## src/rtl/nibble_serial_subtractor.sv

```systemverilog
`default_nettype none
// ============================================================================
// Module : nibble_serial_subtractor
// Desc   : Serial A - B - borrow_in, one 4-bit borrow-lookahead nibble per
//          cycle. Define SUB_OVERFLOW_EN to enable the signed overflow flag.
// Rev    : 1.0  initial release
// ============================================================================
module nibble_serial_subtractor #(
  parameter int WIDTH = 16
) (
  input  logic             clk,
  input  logic             rst_n,
  input  logic             in_valid,
  output logic             in_ready,
  input  logic [WIDTH-1:0] A,
  input  logic [WIDTH-1:0] B,
  input  logic             borrow_in,
  output logic             out_valid,
  input  logic             out_ready,
  output logic [WIDTH-1:0] diff,
  output logic             borrow_out,
  output logic             overflow
);

  localparam int c_NIB_CNT = WIDTH / 4;
  localparam int c_IDX_W   = (c_NIB_CNT > 1) ? $clog2(c_NIB_CNT) : 1;
  localparam logic [c_IDX_W-1:0] c_LAST_IDX = c_IDX_W'(c_NIB_CNT - 1);

  typedef enum logic [1:0] {
    IDLE = 2'd0,
    CALC = 2'd1,
    DONE = 2'd2
  } state_t;

  state_t               r_state;
  state_t               w_next_state;
  logic [WIDTH-1:0]     r_a;
  logic [WIDTH-1:0]     r_b;
  logic [WIDTH-1:0]     r_diff;
  logic [c_IDX_W-1:0]   r_idx;
  logic                 r_borrow;
  logic                 r_borrow_out;
  logic [c_IDX_W+1:0]   w_base;
  logic [3:0]           w_a_nib;
  logic [3:0]           w_b_nib;
  logic [3:0]           w_g;
  logic [3:0]           w_p;
  logic [4:0]           w_bc;
  logic [3:0]           w_d_nib;
  logic                 w_last;

  assign w_base  = {r_idx, 2'b00};
  assign w_a_nib = r_a[w_base +: 4];
  assign w_b_nib = r_b[w_base +: 4];
  assign w_last  = (r_idx == c_LAST_IDX);

  // Every internal borrow is a flat sum of products of g/p and the nibble carry-in.
  always_comb begin
    w_g     = ~w_a_nib & w_b_nib;
    w_p     = ~(w_a_nib ^ w_b_nib);
    w_bc[0] = r_borrow;
    w_bc[1] = w_g[0] | (w_p[0] & r_borrow);
    w_bc[2] = w_g[1] | (w_p[1] & w_g[0]) | (w_p[1] & w_p[0] & r_borrow);
    w_bc[3] = w_g[2] | (w_p[2] & w_g[1]) | (w_p[2] & w_p[1] & w_g[0])
            | (w_p[2] & w_p[1] & w_p[0] & r_borrow);
    w_bc[4] = w_g[3] | (w_p[3] & w_g[2]) | (w_p[3] & w_p[2] & w_g[1])
            | (w_p[3] & w_p[2] & w_p[1] & w_g[0])
            | (w_p[3] & w_p[2] & w_p[1] & w_p[0] & r_borrow);
    w_d_nib = w_a_nib ^ w_b_nib ^ w_bc[3:0];
  end

  always_ff @(posedge clk or negedge rst_n) begin
    if (!rst_n) r_state <= IDLE;
    else        r_state <= w_next_state;
  end

  always_comb begin
    w_next_state = r_state;
    case (r_state)
      IDLE:    if (in_valid)  w_next_state = CALC;
      CALC:    if (w_last)    w_next_state = DONE;
      DONE:    if (out_ready) w_next_state = IDLE;
      default:                w_next_state = IDLE;
    endcase
  end

  assign in_ready  = (r_state == IDLE);
  assign out_valid = (r_state == DONE);

  always_ff @(posedge clk or negedge rst_n) begin
    if (!rst_n) begin
      r_a          <= '0;
      r_b          <= '0;
      r_diff       <= '0;
      r_idx        <= '0;
      r_borrow     <= 1'b0;
      r_borrow_out <= 1'b0;
    end else begin
      case (r_state)
        IDLE: begin
          if (in_valid) begin
            r_a      <= A;
            r_b      <= B;
            r_borrow <= borrow_in;
            r_idx    <= '0;
          end
        end
        CALC: begin
          r_diff[w_base +: 4] <= w_d_nib;
          r_borrow            <= w_bc[4];
          if (w_last) begin
            r_idx        <= '0;
            r_borrow_out <= w_bc[4];
          end else begin
            r_idx <= r_idx + 1'b1;
          end
        end
        default: ;
      endcase
    end
  end

  assign diff       = r_diff;
  assign borrow_out = r_borrow_out;

`ifdef SUB_OVERFLOW_EN
  logic r_overflow;

  // Final nibble's top bit is the result sign, so the flag settles on that edge.
  always_ff @(posedge clk or negedge rst_n) begin
    if (!rst_n) begin
      r_overflow <= 1'b0;
    end else if (r_state == CALC && w_last) begin
      r_overflow <= (r_a[WIDTH-1] != r_b[WIDTH-1]) && (w_d_nib[3] != r_a[WIDTH-1]);
    end
  end

  assign overflow = r_overflow;
`else
  assign overflow = 1'b0;
`endif

endmodule
`default_nettype wire

```

## config.mk

```make
export PLATFORM = sky130hd
export DESIGN_NAME = nibble_serial_subtractor
export DESIGN_NICKNAME = d
export VERILOG_FILES = /design/src/rtl/nibble_serial_subtractor.sv
export SDC_FILE = /design/constraint.sdc
export NUM_CORES = 1
export LEC_CHECK = 0
export ABC_CLOCK_PERIOD_IN_PS = 4000
export CORE_ASPECT_RATIO = 2
export CORE_MARGIN = 8
export CORE_UTILIZATION = 54
export DETAILED_ROUTE_END_ITERATION = 8
export GPL_TIMING_DRIVEN = 0
export PLACE_DENSITY = 0.92
export SYNTH_ARGS = -nofsm -noshare
export SYNTH_HDL_FRONTEND = slang
export SYNTH_SLANG_ARGS = --single-unit
export TNS_END_PERCENT = 5
```

## constraint.sdc

```tcl
create_clock -name clk -period 4 [get_ports clk]
set_input_delay 0.6 -clock clk [delete_from_list [all_inputs] [get_ports clk]]
set_output_delay 0.6 -clock clk [all_outputs]
set_load 0.03 [all_outputs]
```

==> flow_metrics.env <==
export IMPL_die_y_um=113
export IMPL_post_cts_resized=0
export IMPL_setup_violations=0
export IMPL_seq_area_mm2=0.00135
export IMPL_period_share_pct=73.8
export IMPL_layout_min_cycle_time_ns=2.95
export IMPL_clock_sinks=54
export IMPL_p_switching_mw=1.27
export IMPL_grt_max_degree=33
export IMPL_drive_above_1_share_pct=8.00
export IMPL_overflow=0
export IMPL_ctsHoldBuffers=0
export IMPL_rsz0062_at_grt="false"
export IMPL_rows=35
export IMPL_yosysSeqAreaShare_pct=53.5
export IMPL_final_max_slew_viol_count=0
export IMPL_cts_tree="yes"
export IMPL_ys_flop_type="dfrtp_1"
export IMPL_slowest_delay_ns=0.60
export IMPL_vias_per_cell=5.33
export IMPL_path_cells="buf_2 > mux4_2 > ha_1 > a211oi_1 > nor2_1 > o311ai_2 > a22o_1"
export IMPL_synth_cell_type_count=30
export IMPL_initialDrtViolationCount=85
export IMPL_syn_num_nets=310
export IMPL_seq_power_share_pct=33.1
export IMPL_gp_congestion=0.825
export IMPL_vias=2026
export IMPL_tightest_slew_ns=0.597
export IMPL_crit_path_start_kind="flip-flop"
export IMPL_p_comb_share_pct=56.8
export IMPL_start_util_pct=55.5
export IMPL_arrival_ns=3.20
export IMPL_syn_avg_cell_area_um2=9.65
export IMPL_synthCells=262
export IMPL_p_leak_nw=1.58
export IMPL_ant_nets=0
export IMPL_grt_usage_pct=17.6
export IMPL_first_pass_iters=4
export IMPL_netSwitchingFraction_pct=45.3
export IMPL_hold_class="input pin to asynchronous set/reset pin"
export IMPL_synth_cell_area_mm2=0.00253
export IMPL_rrSetupSlack_ns=1.05
export IMPL_rr_worst_depth=7
export IMPL_hold_viol_final=0
export IMPL_path_max_fanout=10
export IMPL_grt_pass1_wl_um=10200
export IMPL_end_kind="flip-flop"
export IMPL_root_buffer="clkbuf_8"
export IMPL_yosysWarnings=0
export IMPL_outcome="complete, no violations"
export IMPL_power_density_mw_per_mm2=866
export IMPL_critical_path_class="flip-flop to flip-flop"
export IMPL_ir_drop_mv=0.756
export IMPL_n_fill_cell=340
export IMPL_fin_skew_ns=0.00549
export IMPL_max_freq_mhz=339
export IMPL_grt_pass1_vias=2282
export IMPL_io_buffer_count=55
export IMPL_drc=0
export IMPL_dp_hpwl_um=4730
export IMPL_insertedDiodeCount=0
export IMPL_die_w_um=64.4
export IMPL_clockPowerShare_pct=10.1
export IMPL_multi_input_area_mm2=0.00109
export IMPL_wl_per_cell_um=15.8
export IMPL_core_area_mm2=0.00455
export IMPL_worstReg2RegStart="r_idx[0]"
export IMPL_critPathSlowestCell="mux4_2"
export IMPL_htreeDepth=2
export IMPL_dieArea_mm2=0.00726
export IMPL_post_cts_buffers=0
export IMPL_final_common_cell="nand2_1"
export IMPL_ys_async_sr_fraction_pct=100
export IMPL_rr_endpoint="diff[11]"
export IMPL_routed_wl_um=5990
export IMPL_synth_edf_count=0
export IMPL_area_delta_synth_final_pct=28.1
export IMPL_finalSetupTns_ns=0
export IMPL_cts_buffer_depth=2
export IMPL_cp_required_ns=4.24
export IMPL_nets=373
export IMPL_clk_pin_slew_ns=0.09
export IMPL_internal_power_mw=1.53
export IMPL_io_pins=57
export IMPL_finalPower_mw=2.80
export IMPL_cts_buffers_inserted=5
export IMPL_worst_skew_pair_late_latency_ns=0.30
export IMPL_maxCapViolations=0
export IMPL_antenna_found_initial=0
export IMPL_ys_seq_elements=54
export IMPL_layout_common_cells="nand2_1, dfrtp_1, clkdlybuf4s50_1"
export IMPL_slew_headroom_pct=60.2
## power groups by stage
stage               clock (mW)  combinational (mW)  sequential (mW)
floorplan                    0                1.00            0.996
global placement             0                1.50            0.916
detailed placement           0                1.57            0.935
CTS                      0.284                1.58            0.926
global route             0.311                1.74            0.955
finish                   0.283                1.59            0.930
## layout make-up
type                       count  share of cell area (%)
buffer                        10                    1.43
clock buffer                   7                    2.36
inverter                      10                    1.16
multi-input combinational    188                    33.7
sequential                    54                    41.7
tap                           55                    2.13
timing repair buffer          56                    17.5
## how the worst max path moves through the flow
stage	depth (start not counted)	slack (ns)	to	from
2_1_floorplan	7	1.58	diff[11]	r_idx[0]
3_3_place_gp	1	0.85	borrow_out	rst_n
3_5_place_dp	7	1.13	diff[11]	r_idx[0]
4_1_cts	7	1.10	diff[11]	r_idx[0]
5_1_grt	7	0.97	diff[11]	r_idx[0]
6_report	7	1.05	diff[11]	r_idx[0]
## sequential cells by signal, indices dropped and copies added, names as in the netlist
signal,count
r_state,2
r_b,16
r_borrow,1
r_a,16
borrow_out,1
r_idx,2
diff,16
## critical path: cells and delay by family (launching register included)
kind                     cells  cell delay (ns)
flip-flops                   1             0.53
multiplexers                 1             0.60
AND/OR/NAND/NOR              1             0.13
adder cells (fa/ha/maj)      1             0.32
AO/OA/AOI/OAI                3             0.94
buffers and inverters        1             0.36
## logic make-up (layout without fill, tap and decap cells)
logic type,after synthesis,after routing,share of synthesized area (%)
and+or+nand+nor,137,137,22.1
DFF,54,54,53.5
AOI/OAI and AO/OA,30,30,7.72
buffers and inverters,20,83,3.32
adders and majority gates,11,11,5.74
muxes,8,8,7.13
other,1,1,0.148
xor gates and xnor gates,1,1,0.347
## through the flow
| stage | setup WS, ns | instances | hold slack, ns | utilization [%] | instance area, um2 |
|---|---|---|---|---|---|
| finish | 1.05 | 380 | 0.263 | 71.1 | 3240 |
| detailed placement | 1.13 | 373 | 0.461 | 69.4 | 3160 |
| floorplan | 1.58 | 262 | 0.304 | - | 2530 |
| CTS | 1.10 | 380 | 0.283 | 71.1 | 3240 |
| global route | 0.972 | 380 | 0.290 | 71.1 | 3240 |
| global placement | 0.852 | 372 | 0.454 | 69.1 | 3150 |
## cells in the mapped netlist (2+ instances only)
cell type	number	area, um2
a21o_1	3	22.5
o21ai_0	4	20.0
nand2_2	2	12.5
nand3_1	2	10.0
ha_1	10	125
a22o_1	4	35.0
inv_1	9	33.8
nor2_1	6	22.5
a21oi_1	2	10.0
mux4_2	8	180
a211oi_1	2	15.0
nor3_1	2	10.0
nand2_1	114	428
o21ai_1	13	65.1
nand2b_1	3	18.8
buf_2	4	20.0
clkbuf_1	5	18.8
nand4_1	2	12.5
dfrtp_1	54	1350
or3_1	3	18.8
## layer usage
layer	up-vias	track usage, %	part of all wire (%)
li1	981	-	-
met1	958	18.0	35
met2	68	31.8	57
met3	19	2.87	3.4
met4	0	10.7	4.0
met5	-	0	0
No activity file was read; power rests on OpenSTA's default activity.
